**config.mk**
```make
export PLATFORM = sky130hd
export DESIGN_NAME = saes32_issue_ctrl_flat
export DESIGN_NICKNAME = d
export VERILOG_FILES = /design/src/rtl/saes32_issue_ctrl_if.sv /design/src/rtl/saes32_issue_ctrl.sv /design/src/flat_wrapper.sv
export SDC_FILE = /design/constraint.sdc
export NUM_CORES = 1
export LEC_CHECK = 0
export BUFFER_PORTS_ARGS = -buffer_cell sky130_fd_sc_hd__buf_2
export CAP_MARGIN = 20
export CORE_ASPECT_RATIO = 0.75
export CORE_UTILIZATION = 59
export DETAILED_ROUTE_END_ITERATION = 16
export GPL_TIMING_DRIVEN = 0
export MAX_ROUTING_LAYER = met4
export PLACE_DENSITY = 0.91
export SLEW_MARGIN = 40
export SYNTH_ARGS = -nofsm -noshare
export SYNTH_HDL_FRONTEND = slang
export SYNTH_SLANG_ARGS = --single-unit
```
**constraint.sdc**
```tcl
create_clock -name clk_i -period 5.3 [get_ports clk_i]
set_input_delay 0.265 -clock clk_i [delete_from_list [all_inputs] [get_ports clk_i]]
set_output_delay 0.265 -clock clk_i [all_outputs]
set_load 0.02 [all_outputs]
```
**src/rtl/saes32_issue_ctrl_if.sv**
```systemverilog
// Handshake bundle between the core request/writeback path, the issue controller and the saes32 FU.
// Signal suffixes are named from the controller's point of view (slave modport).
interface saes32_issue_ctrl_if #(
  parameter int X_ID_WIDTH = 4
);
  logic                  req_valid_i;
  logic                  req_ready_o;
  logic [31:0]           req_rs1_i;
  logic [31:0]           req_rs2_i;
  logic [1:0]            req_bs_i;
  logic [1:0]            req_op_i;
  logic [X_ID_WIDTH-1:0] req_id_i;

  logic                  fu_valid_o;
  logic                  fu_ready_i;
  logic [31:0]           fu_rs1_o;
  logic [31:0]           fu_rs2_o;
  logic [1:0]            fu_bs_o;
  logic [25:0]           fu_randombits_o;
  logic [X_ID_WIDTH-1:0] fu_instr_id_o;
  logic                  fu_op_encs_o;
  logic                  fu_op_encsm_o;
  logic                  fu_op_decs_o;
  logic                  fu_op_decsm_o;

  logic                  fu_valid_i;
  logic                  fu_ready_o;
  logic [31:0]           fu_result_i;
  logic [X_ID_WIDTH-1:0] fu_instr_id_i;

  logic                  res_valid_o;
  logic                  res_ready_i;
  logic [31:0]           res_data_o;
  logic [X_ID_WIDTH-1:0] res_id_o;

  modport slave (
    input  req_valid_i, req_rs1_i, req_rs2_i, req_bs_i, req_op_i, req_id_i,
    output req_ready_o,
    output fu_valid_o, fu_rs1_o, fu_rs2_o, fu_bs_o, fu_randombits_o, fu_instr_id_o,
    output fu_op_encs_o, fu_op_encsm_o, fu_op_decs_o, fu_op_decsm_o,
    input  fu_ready_i,
    input  fu_valid_i, fu_result_i, fu_instr_id_i,
    output fu_ready_o,
    output res_valid_o, res_data_o, res_id_o,
    input  res_ready_i
  );

  modport master (
    output req_valid_i, req_rs1_i, req_rs2_i, req_bs_i, req_op_i, req_id_i,
    input  req_ready_o,
    input  fu_valid_o, fu_rs1_o, fu_rs2_o, fu_bs_o, fu_randombits_o, fu_instr_id_o,
    input  fu_op_encs_o, fu_op_encsm_o, fu_op_decs_o, fu_op_decsm_o,
    output fu_ready_i,
    output fu_valid_i, fu_result_i, fu_instr_id_i,
    input  fu_ready_o,
    input  res_valid_o, res_data_o, res_id_o,
    output res_ready_i
  );
endinterface

```
**src/rtl/saes32_issue_ctrl.sv**
```systemverilog
// Issue controller for the masked saes32 FU: credit-limited issue with LFSR randomness, ID tracking, in-order result buffer.
// Optional macro SAES32_ISSUE_RESEED_EN adds reseed_i/seed_i for runtime LFSR reseeding.
module saes32_issue_ctrl #(
  parameter int          X_ID_WIDTH = 4,
  parameter int          DEPTH      = 4,
  parameter logic [31:0] LFSR_SEED  = 32'hACE12468
) (
  input  logic                  clk_i,
  input  logic                  rst_n,
  saes32_issue_ctrl_if.slave    bus,
`ifdef SAES32_ISSUE_RESEED_EN
  input  logic                  reseed_i,
  input  logic [31:0]           seed_i,
`endif
  output logic                  busy_o,
  output logic                  id_err_o
);

  localparam int          AW        = $clog2(DEPTH);
  localparam int          CW        = $clog2(DEPTH + 1);
  localparam logic [31:0] LFSR_MASK = 32'h80200003;

  function automatic logic [31:0] lfsr_step(input logic [31:0] s);
    lfsr_step = {1'b0, s[31:1]} ^ (s[0] ? LFSR_MASK : 32'h0);
  endfunction

  function automatic logic [3:0] op_decode(input logic [1:0] op);
    op_decode = 4'b0001 << op;
  endfunction

  // LFSR
  logic [31:0] lfsr_q, lfsr_d;

  always_comb begin
    lfsr_d = lfsr_step(lfsr_q);
`ifdef SAES32_ISSUE_RESEED_EN
    if (reseed_i) lfsr_d = (seed_i == 32'h0) ? LFSR_SEED : seed_i;
`endif
  end

  always_ff @(posedge clk_i or negedge rst_n) begin
    if (!rst_n) lfsr_q <= LFSR_SEED;
    else        lfsr_q <= lfsr_d;
  end

  // Issue register and credit counter
  logic                  fu_valid_q;
  logic [31:0]           fu_rs1_q, fu_rs2_q;
  logic [1:0]            fu_bs_q;
  logic [25:0]           fu_rnd_q;
  logic [X_ID_WIDTH-1:0] fu_id_q;
  logic [3:0]            fu_op_q;
  logic [CW-1:0]         cnt_q, cnt_d;
  logic                  req_ready, accept;

  assign req_ready = (!fu_valid_q || bus.fu_ready_i) && (cnt_q < CW'(DEPTH));
  assign accept    = bus.req_valid_i && req_ready;

  always_ff @(posedge clk_i or negedge rst_n) begin
    if (!rst_n) begin
      fu_valid_q <= 1'b0;
      fu_rs1_q   <= '0;
      fu_rs2_q   <= '0;
      fu_bs_q    <= '0;
      fu_rnd_q   <= '0;
      fu_id_q    <= '0;
      fu_op_q    <= '0;
    end else if (accept) begin
      fu_valid_q <= 1'b1;
      fu_rs1_q   <= bus.req_rs1_i;
      fu_rs2_q   <= bus.req_rs2_i;
      fu_bs_q    <= bus.req_bs_i;
      fu_rnd_q   <= lfsr_q[25:0];
      fu_id_q    <= bus.req_id_i;
      fu_op_q    <= op_decode(bus.req_op_i);
    end else if (bus.fu_ready_i) begin
      fu_valid_q <= 1'b0;
    end
  end

  // ID FIFO: IDs in issue order, popped as the FU returns results
  logic [X_ID_WIDTH-1:0] idf_mem [DEPTH];
  logic [AW:0]           idf_wr_q, idf_rd_q;
  logic                  idf_empty, id_pop, id_mismatch;

  assign idf_empty   = (idf_wr_q == idf_rd_q);
  assign id_pop      = bus.fu_valid_i && !idf_empty;
  assign id_mismatch = bus.fu_valid_i &&
                       (idf_empty || (idf_mem[idf_rd_q[AW-1:0]] != bus.fu_instr_id_i));

  always_ff @(posedge clk_i or negedge rst_n) begin
    if (!rst_n) begin
      idf_wr_q <= '0;
      idf_rd_q <= '0;
      for (int i = 0; i < DEPTH; i++) idf_mem[i] <= '0;
    end else begin
      if (accept) begin
        idf_mem[idf_wr_q[AW-1:0]] <= bus.req_id_i;
        idf_wr_q                  <= idf_wr_q + (AW+1)'(1);
      end
      if (id_pop) idf_rd_q <= idf_rd_q + (AW+1)'(1);
    end
  end

  // Result FIFO: head entry drives the writeback port directly
  logic [31:0]           rf_data_mem [DEPTH];
  logic [X_ID_WIDTH-1:0] rf_id_mem   [DEPTH];
  logic [AW:0]           rf_wr_q, rf_rd_q;
  logic                  rf_empty, rf_full, rf_push, res_pop;

  assign rf_empty = (rf_wr_q == rf_rd_q);
  assign rf_full  = (rf_wr_q[AW] != rf_rd_q[AW]) && (rf_wr_q[AW-1:0] == rf_rd_q[AW-1:0]);
  assign res_pop  = !rf_empty && bus.res_ready_i;
  // A pop in the same cycle frees the slot, so a full FIFO can still take the FU result.
  assign rf_push  = id_pop && (!rf_full || res_pop);

  always_ff @(posedge clk_i or negedge rst_n) begin
    if (!rst_n) begin
      rf_wr_q <= '0;
      rf_rd_q <= '0;
      for (int i = 0; i < DEPTH; i++) begin
        rf_data_mem[i] <= '0;
        rf_id_mem[i]   <= '0;
      end
    end else begin
      if (rf_push) begin
        rf_data_mem[rf_wr_q[AW-1:0]] <= bus.fu_result_i;
        rf_id_mem[rf_wr_q[AW-1:0]]   <= bus.fu_instr_id_i;
        rf_wr_q                      <= rf_wr_q + (AW+1)'(1);
      end
      if (res_pop) rf_rd_q <= rf_rd_q + (AW+1)'(1);
    end
  end

  // Credits and sticky error
  always_comb begin
    cnt_d = cnt_q;
    case ({accept, res_pop})
      2'b10:   cnt_d = cnt_q + CW'(1);
      2'b01:   cnt_d = cnt_q - CW'(1);
      default: cnt_d = cnt_q;
    endcase
  end

  logic id_err_q;

  always_ff @(posedge clk_i or negedge rst_n) begin
    if (!rst_n) begin
      cnt_q    <= '0;
      id_err_q <= 1'b0;
    end else begin
      cnt_q <= cnt_d;
      if (id_mismatch) id_err_q <= 1'b1;
    end
  end

  assign bus.req_ready_o     = req_ready;
  assign bus.fu_valid_o      = fu_valid_q;
  assign bus.fu_rs1_o        = fu_rs1_q;
  assign bus.fu_rs2_o        = fu_rs2_q;
  assign bus.fu_bs_o         = fu_bs_q;
  assign bus.fu_randombits_o = fu_rnd_q;
  assign bus.fu_instr_id_o   = fu_id_q;
  assign bus.fu_op_encs_o    = fu_op_q[0];
  assign bus.fu_op_encsm_o   = fu_op_q[1];
  assign bus.fu_op_decs_o    = fu_op_q[2];
  assign bus.fu_op_decsm_o   = fu_op_q[3];
  assign bus.fu_ready_o      = !rf_full;
  assign bus.res_valid_o     = !rf_empty;
  assign bus.res_data_o      = rf_data_mem[rf_rd_q[AW-1:0]];
  assign bus.res_id_o        = rf_id_mem[rf_rd_q[AW-1:0]];
  assign busy_o              = (cnt_q != '0);
  assign id_err_o            = id_err_q;

endmodule

```
**src/flat_wrapper.sv**
```systemverilog
// flat-port wrapper written by rule: the top's interface ports become plain ports
module saes32_issue_ctrl_flat 
#(
  parameter int          X_ID_WIDTH = 4,
  parameter int          DEPTH      = 4,
  parameter logic [31:0] LFSR_SEED  = 32'hACE12468
)
  (clk_i, rst_n, busy_o, id_err_o, bus_req_valid_i, bus_req_rs1_i, bus_req_rs2_i, bus_req_bs_i, bus_req_op_i, bus_req_id_i, bus_req_ready_o, bus_fu_valid_o, bus_fu_rs1_o, bus_fu_rs2_o, bus_fu_bs_o, bus_fu_randombits_o, bus_fu_instr_id_o, bus_fu_op_encs_o, bus_fu_op_encsm_o, bus_fu_op_decs_o, bus_fu_op_decsm_o, bus_fu_ready_i, bus_fu_valid_i, bus_fu_result_i, bus_fu_instr_id_i, bus_fu_ready_o, bus_res_valid_o, bus_res_data_o, bus_res_id_o, bus_res_ready_i);
  saes32_issue_ctrl_if #(.X_ID_WIDTH(X_ID_WIDTH)) bus_i ();
  input  logic clk_i;
  input  logic rst_n;
  output logic busy_o;
  output logic id_err_o;
  input wire logic [$bits(bus_i.req_valid_i)-1:0] bus_req_valid_i;
  input wire logic [$bits(bus_i.req_rs1_i)-1:0] bus_req_rs1_i;
  input wire logic [$bits(bus_i.req_rs2_i)-1:0] bus_req_rs2_i;
  input wire logic [$bits(bus_i.req_bs_i)-1:0] bus_req_bs_i;
  input wire logic [$bits(bus_i.req_op_i)-1:0] bus_req_op_i;
  input wire logic [$bits(bus_i.req_id_i)-1:0] bus_req_id_i;
  output wire logic [$bits(bus_i.req_ready_o)-1:0] bus_req_ready_o;
  output wire logic [$bits(bus_i.fu_valid_o)-1:0] bus_fu_valid_o;
  output wire logic [$bits(bus_i.fu_rs1_o)-1:0] bus_fu_rs1_o;
  output wire logic [$bits(bus_i.fu_rs2_o)-1:0] bus_fu_rs2_o;
  output wire logic [$bits(bus_i.fu_bs_o)-1:0] bus_fu_bs_o;
  output wire logic [$bits(bus_i.fu_randombits_o)-1:0] bus_fu_randombits_o;
  output wire logic [$bits(bus_i.fu_instr_id_o)-1:0] bus_fu_instr_id_o;
  output wire logic [$bits(bus_i.fu_op_encs_o)-1:0] bus_fu_op_encs_o;
  output wire logic [$bits(bus_i.fu_op_encsm_o)-1:0] bus_fu_op_encsm_o;
  output wire logic [$bits(bus_i.fu_op_decs_o)-1:0] bus_fu_op_decs_o;
  output wire logic [$bits(bus_i.fu_op_decsm_o)-1:0] bus_fu_op_decsm_o;
  input wire logic [$bits(bus_i.fu_ready_i)-1:0] bus_fu_ready_i;
  input wire logic [$bits(bus_i.fu_valid_i)-1:0] bus_fu_valid_i;
  input wire logic [$bits(bus_i.fu_result_i)-1:0] bus_fu_result_i;
  input wire logic [$bits(bus_i.fu_instr_id_i)-1:0] bus_fu_instr_id_i;
  output wire logic [$bits(bus_i.fu_ready_o)-1:0] bus_fu_ready_o;
  output wire logic [$bits(bus_i.res_valid_o)-1:0] bus_res_valid_o;
  output wire logic [$bits(bus_i.res_data_o)-1:0] bus_res_data_o;
  output wire logic [$bits(bus_i.res_id_o)-1:0] bus_res_id_o;
  input wire logic [$bits(bus_i.res_ready_i)-1:0] bus_res_ready_i;
  assign bus_i.req_valid_i = bus_req_valid_i;
  assign bus_i.req_rs1_i = bus_req_rs1_i;
  assign bus_i.req_rs2_i = bus_req_rs2_i;
  assign bus_i.req_bs_i = bus_req_bs_i;
  assign bus_i.req_op_i = bus_req_op_i;
  assign bus_i.req_id_i = bus_req_id_i;
  assign bus_req_ready_o = bus_i.req_ready_o;
  assign bus_fu_valid_o = bus_i.fu_valid_o;
  assign bus_fu_rs1_o = bus_i.fu_rs1_o;
  assign bus_fu_rs2_o = bus_i.fu_rs2_o;
  assign bus_fu_bs_o = bus_i.fu_bs_o;
  assign bus_fu_randombits_o = bus_i.fu_randombits_o;
  assign bus_fu_instr_id_o = bus_i.fu_instr_id_o;
  assign bus_fu_op_encs_o = bus_i.fu_op_encs_o;
  assign bus_fu_op_encsm_o = bus_i.fu_op_encsm_o;
  assign bus_fu_op_decs_o = bus_i.fu_op_decs_o;
  assign bus_fu_op_decsm_o = bus_i.fu_op_decsm_o;
  assign bus_i.fu_ready_i = bus_fu_ready_i;
  assign bus_i.fu_valid_i = bus_fu_valid_i;
  assign bus_i.fu_result_i = bus_fu_result_i;
  assign bus_i.fu_instr_id_i = bus_fu_instr_id_i;
  assign bus_fu_ready_o = bus_i.fu_ready_o;
  assign bus_res_valid_o = bus_i.res_valid_o;
  assign bus_res_data_o = bus_i.res_data_o;
  assign bus_res_id_o = bus_i.res_id_o;
  assign bus_i.res_ready_i = bus_res_ready_i;
  saes32_issue_ctrl #(.X_ID_WIDTH(X_ID_WIDTH), .DEPTH(DEPTH), .LFSR_SEED(LFSR_SEED)) u_core (.clk_i(clk_i), .rst_n(rst_n), .bus(bus_i), .busy_o(busy_o), .id_err_o(id_err_o));
endmodule
```
==> results by group <==
Drt
  • # DRC: 0
  • Pre-antenna DRT Iters: 4
  • Routed wire per std cell: between 20 and 25 um
  • Final wirelength: 30400 um
  • Initial drt markers: 472
  • Post-route ant nets: 0
  • Via Count: around 7.8k
  • DR vias/cell: between 5 and 6

Floorplan
  • Core area: between 0.02 and 0.025 mm2
  • IO Count: between 200 and 300
  • Die Ht: about 130 um
  • Row cnt: 45
  • Starting Density: between 60% and 70%
  • Die area: about 0.022 mm2
  • DIE WIDTH: between 150 and 200 um

GRT
  • Initial antenna violation count: 1
  • First-pass GRT wire length: between 40000 and 50000 um
  • Gr ovfl total: 0
  • Total track usage: a little under a third
  • Largest net degree at the start of global routing: 79
  • Vias in the first global route: 8654

Placed design
  • GP Congestion: 0.7983
  • Post-DP HPWL: 18550 um
  • IO Port Bufs: between 200 and 300

Hold path
  • Worst hold path type: in -> reg

STA
  • RSZ-0062 raised after global routing: no
  • Post-route minimum period: approximately 3.1 ns
  • Rel. slew slack: roughly 50%
  • Final number of max-transition violations: 0
  • Worst-Margin Slew: approximately 0.76 ns
  • Final worst-path cycle share: ~59%
  • Final Setup Violations: 0
  • Worst hold slack: ~0.018 ns
  • Achievable frequency: ~0.32 GHz
  • Fin. Hold Viols: 0
  • Fin Clk Skew: 0.01791 ns

Run
  • Max cap viols: 0

Final layout
  • Sequential cell area: 0.007749 mm2
  • Syn-to-layout area delta: 29.17%
  • Layout cells sized above 1: a little under three fifths
  • Most frequent cells in the layout: dfrtp_1, buf_2, mux2_2
  • Most common cell after layout, fill and taps aside: dfrtp_1
  • Fillers: roughly 1.1k
  • Fin nets: between 1k and 1.5k
  • Multi-input logic area: between 0.004 and 0.005 mm2

Clock network
  • Clock Pin Slew Worst Setup and Hold Paths: around 0.060 ns
  • Number of setup buffers added after CTS: 0
  • CTS tree: yes
  • Max clock buf depth: 3
  • Inserted Clock Buffers: 29
  • Worst skew pair latency: about 0.55 ns
  • Root buf cell: clkbuf_16
  • CTS sink count: between 300 and 400
  • H-tree levels: 1

Synthesis
  • Adder-Cell Fraction of Synth Area: between 1 and 1.5%
  • Seq cells post-synth: just over 300
  • Main combinational cell family by area after synthesis: multiplexers
  • Synthesis warning total: 0
  • Syn Area/Cell: 17.19 um2
  • Mux cell area share after synthesis: 30.87%
  • Syn nets: between 800 and 900
  • Synth Cell Area: roughly 0.013 mm2
  • Fraction of the mapped netlist area in compound gates: less than 1%
  • Yosys cell types: 28
  • Simple-gate share of the synthesized area: ~1.3%
  • Register area share after synthesis: 61.92%
  • XOR/XNOR share of the synthesized area: between 1.5 and 2%
  • Synth Instances: 728

Pwr
  • Leakage power: ~0.0075 uW
  • Power density over cell area: around 650 mW/mm2
  • VDD IR max: roughly 0.00046 V
  • Power consumption: about 10000 uW

Worst setup path
  • Worst Path Buf+Inv: 3
  • Slowest cell on the critical path: nor3b_1
  • CP Data Arrival Time: between 3 and 4 ns
  • Critical path class: reg -> reg
  • Crit path launch type: flop
  • Slowest stage delay, CP: roughly 0.63 ns
  • Required @ worst endpoint: just under 6 ns
  • Critical-path cell list: nor2b_1 > nor3b_1 > buf_2 > clkbuf_1 > inv_1 > ha_1 > fa_1 > xnor2_1 > nor2_1 > xor2_1
  • CP endpoint kind: flop
  • CP Max Fanout: 10
  • Cell family with most CP delay: simple AND/OR/NAND/NOR gates

Run status
  • Outcome: completed
-- sequential cells by signal, summed over array words and instances, names as in the netlist, 4 cells and up --
signal	count
u_core.rf_data_mem	128
u_core.bus.fu_rs1_o	32
u_core.bus.fu_rs2_o	32
u_core.lfsr_q	32
u_core.bus.fu_randombits_o	26
u_core.idf_mem	16
u_core.rf_id_mem	16
u_core.bus.fu_instr_id_o	4
u_core.fu_op_q	4
-- through the flow --
stage / utilization [%] / area [um2] / setup slack (ns) / instances / TNS [ns]
final: 78.86 / 16160 / 2.154 / 1417 / 0
after global routing: 78.86 / 16160 / 1.940 / 1417 / 0
after CTS: 78.80 / 16150 / 2.113 / 1415 / 0
after detailed placement: 69.59 / 14260 / 2.125 / 1269 / 0
after global placement: 69.00 / 14140 / -1.607 / 1265 / -464.89
after floorplan: - / 12510 / 2.760 / 728 / 0
-- worst register-to-register path: cells and delay by family (launching register included) --
kind | cells | cell delay [ns]
xor+xnor | 2 | 0.28
buf+inv | 3 | 0.87
simple gates | 3 | 0.91
flops | 1 | 0.39
fa+ha+maj | 2 | 0.63
-- per-layer routing --
layer	global-route usage [%]	wire length [um]
met1	39.05	12650
met2	48.79	15190
met3	4.909	1401
met4	11.08	1151
met5	-	0
-- area by class of cell --
| type | instances | share of cell area, % |
|---|---|---|
| Multi-Input combinational cell | 372 | 27.48 |
| Antenna cell | 1 | 0.01548 |
| Tap cell | 282 | 2.183 |
| Sequential cell | 309 | 47.94 |
| Clock buffer | 46 | 5.194 |
| Buffer | 37 | 1.765 |
| Clock inverter | 7 | 0.7277 |
| Timing Repair Buffer | 353 | 14.46 |
| Inverter | 10 | 0.2322 |
-- worst paths after layout --
path / startpoint / end / slack (ns) / cells after the start
min reg2reg: u_core.lfsr_q[30]$_DFF_PN0_ / u_core.lfsr_q[29]$_DFF_PN1_ / 0.35 / 0
max reg2reg: u_core.bus.fu_valid_o$_DFFE_PN0P_ / u_core.cnt_q[2]$_DFFE_PN0P_ / 2.15 / 10
min: bus_fu_result_i[5] / u_core.rf_data_mem[37]$_DFFE_PN0P_ / 0.02 / 2
min in group asynchronous: rst_n / u_core.bus.fu_bs_o[0]$_DFFE_PN0P_ / 0.29 / 2
max: u_core.bus.fu_valid_o$_DFFE_PN0P_ / u_core.cnt_q[2]$_DFFE_PN0P_ / 2.15 / 10
max in group asynchronous: rst_n / u_core.rf_data_mem[1]$_DFFE_PN0P_ / 3.89 / 4
-- Yosys cell counts --
master | n | area share (%)
dfrtp_1 | 296 | 59
mux2_2 | 255 | 23
mux4_2 | 40 | 7.2
buf_6 | 16 | 1.4
xnor2_1 | 14 | 0.98
dfstp_2 | 13 | 2.7
buf_2 | 12 | 0.48
ha_1 | 11 | 1.1
inv_1 | 10 | 0.30
xor2_1 | 10 | 0.70
clkbuf_1 | 6 | 0.18
mux2_4 | 6 | 0.72
nand2_1 | 6 | 0.18
nor2_1 | 6 | 0.18
nor3b_1 | 5 | 0.30
o21ai_0 | 4 | 0.16
nand3_1 | 3 | 0.12
nand3b_1 | 3 | 0.18
buf_1 | 2 | 0.060
nor3_1 | 2 | 0.080
a41oi_1 | 1 | 0.070
and4bb_2 | 1 | 0.10
buf_8 | 1 | 0.12
fa_1 | 1 | 0.16
nor2b_1 | 1 | 0.050
o31ai_4 | 1 | 0.17
or2_2 | 1 | 0.050
or3_1 | 1 | 0.050
-- logic make-up (layout without fill, tap and decap cells) --
family / Yosys count / after routing
multiplexers: 301 / 301
AO/OA/AOI/OAI: 6 / 6
adder cells (fa/ha/maj): 12 / 12
flip-flops: 309 / 309
XOR/XNOR: 24 / 24
AND/OR/NAND/NOR: 29 / 29
buffers and inverters: 47 / 453
other: 0 / 1
-- timing repair --
action	4_1_cts	5_1_grt
gates resized for setup	0	0
hold buffers	93	1
endpoints found under the hold margin	210	2
-- power by group --
group | internal [uW] | leakage [uW] | switching [uW]
Sequential | 3350 | 0.00374 | 584
Combinational | 2200 | 0.00327 | 2220
Clock | 1230 | 0.000466 | 886
Total | 6790 | 0.00747 | 3690
(Power assumes the default switching activity.)
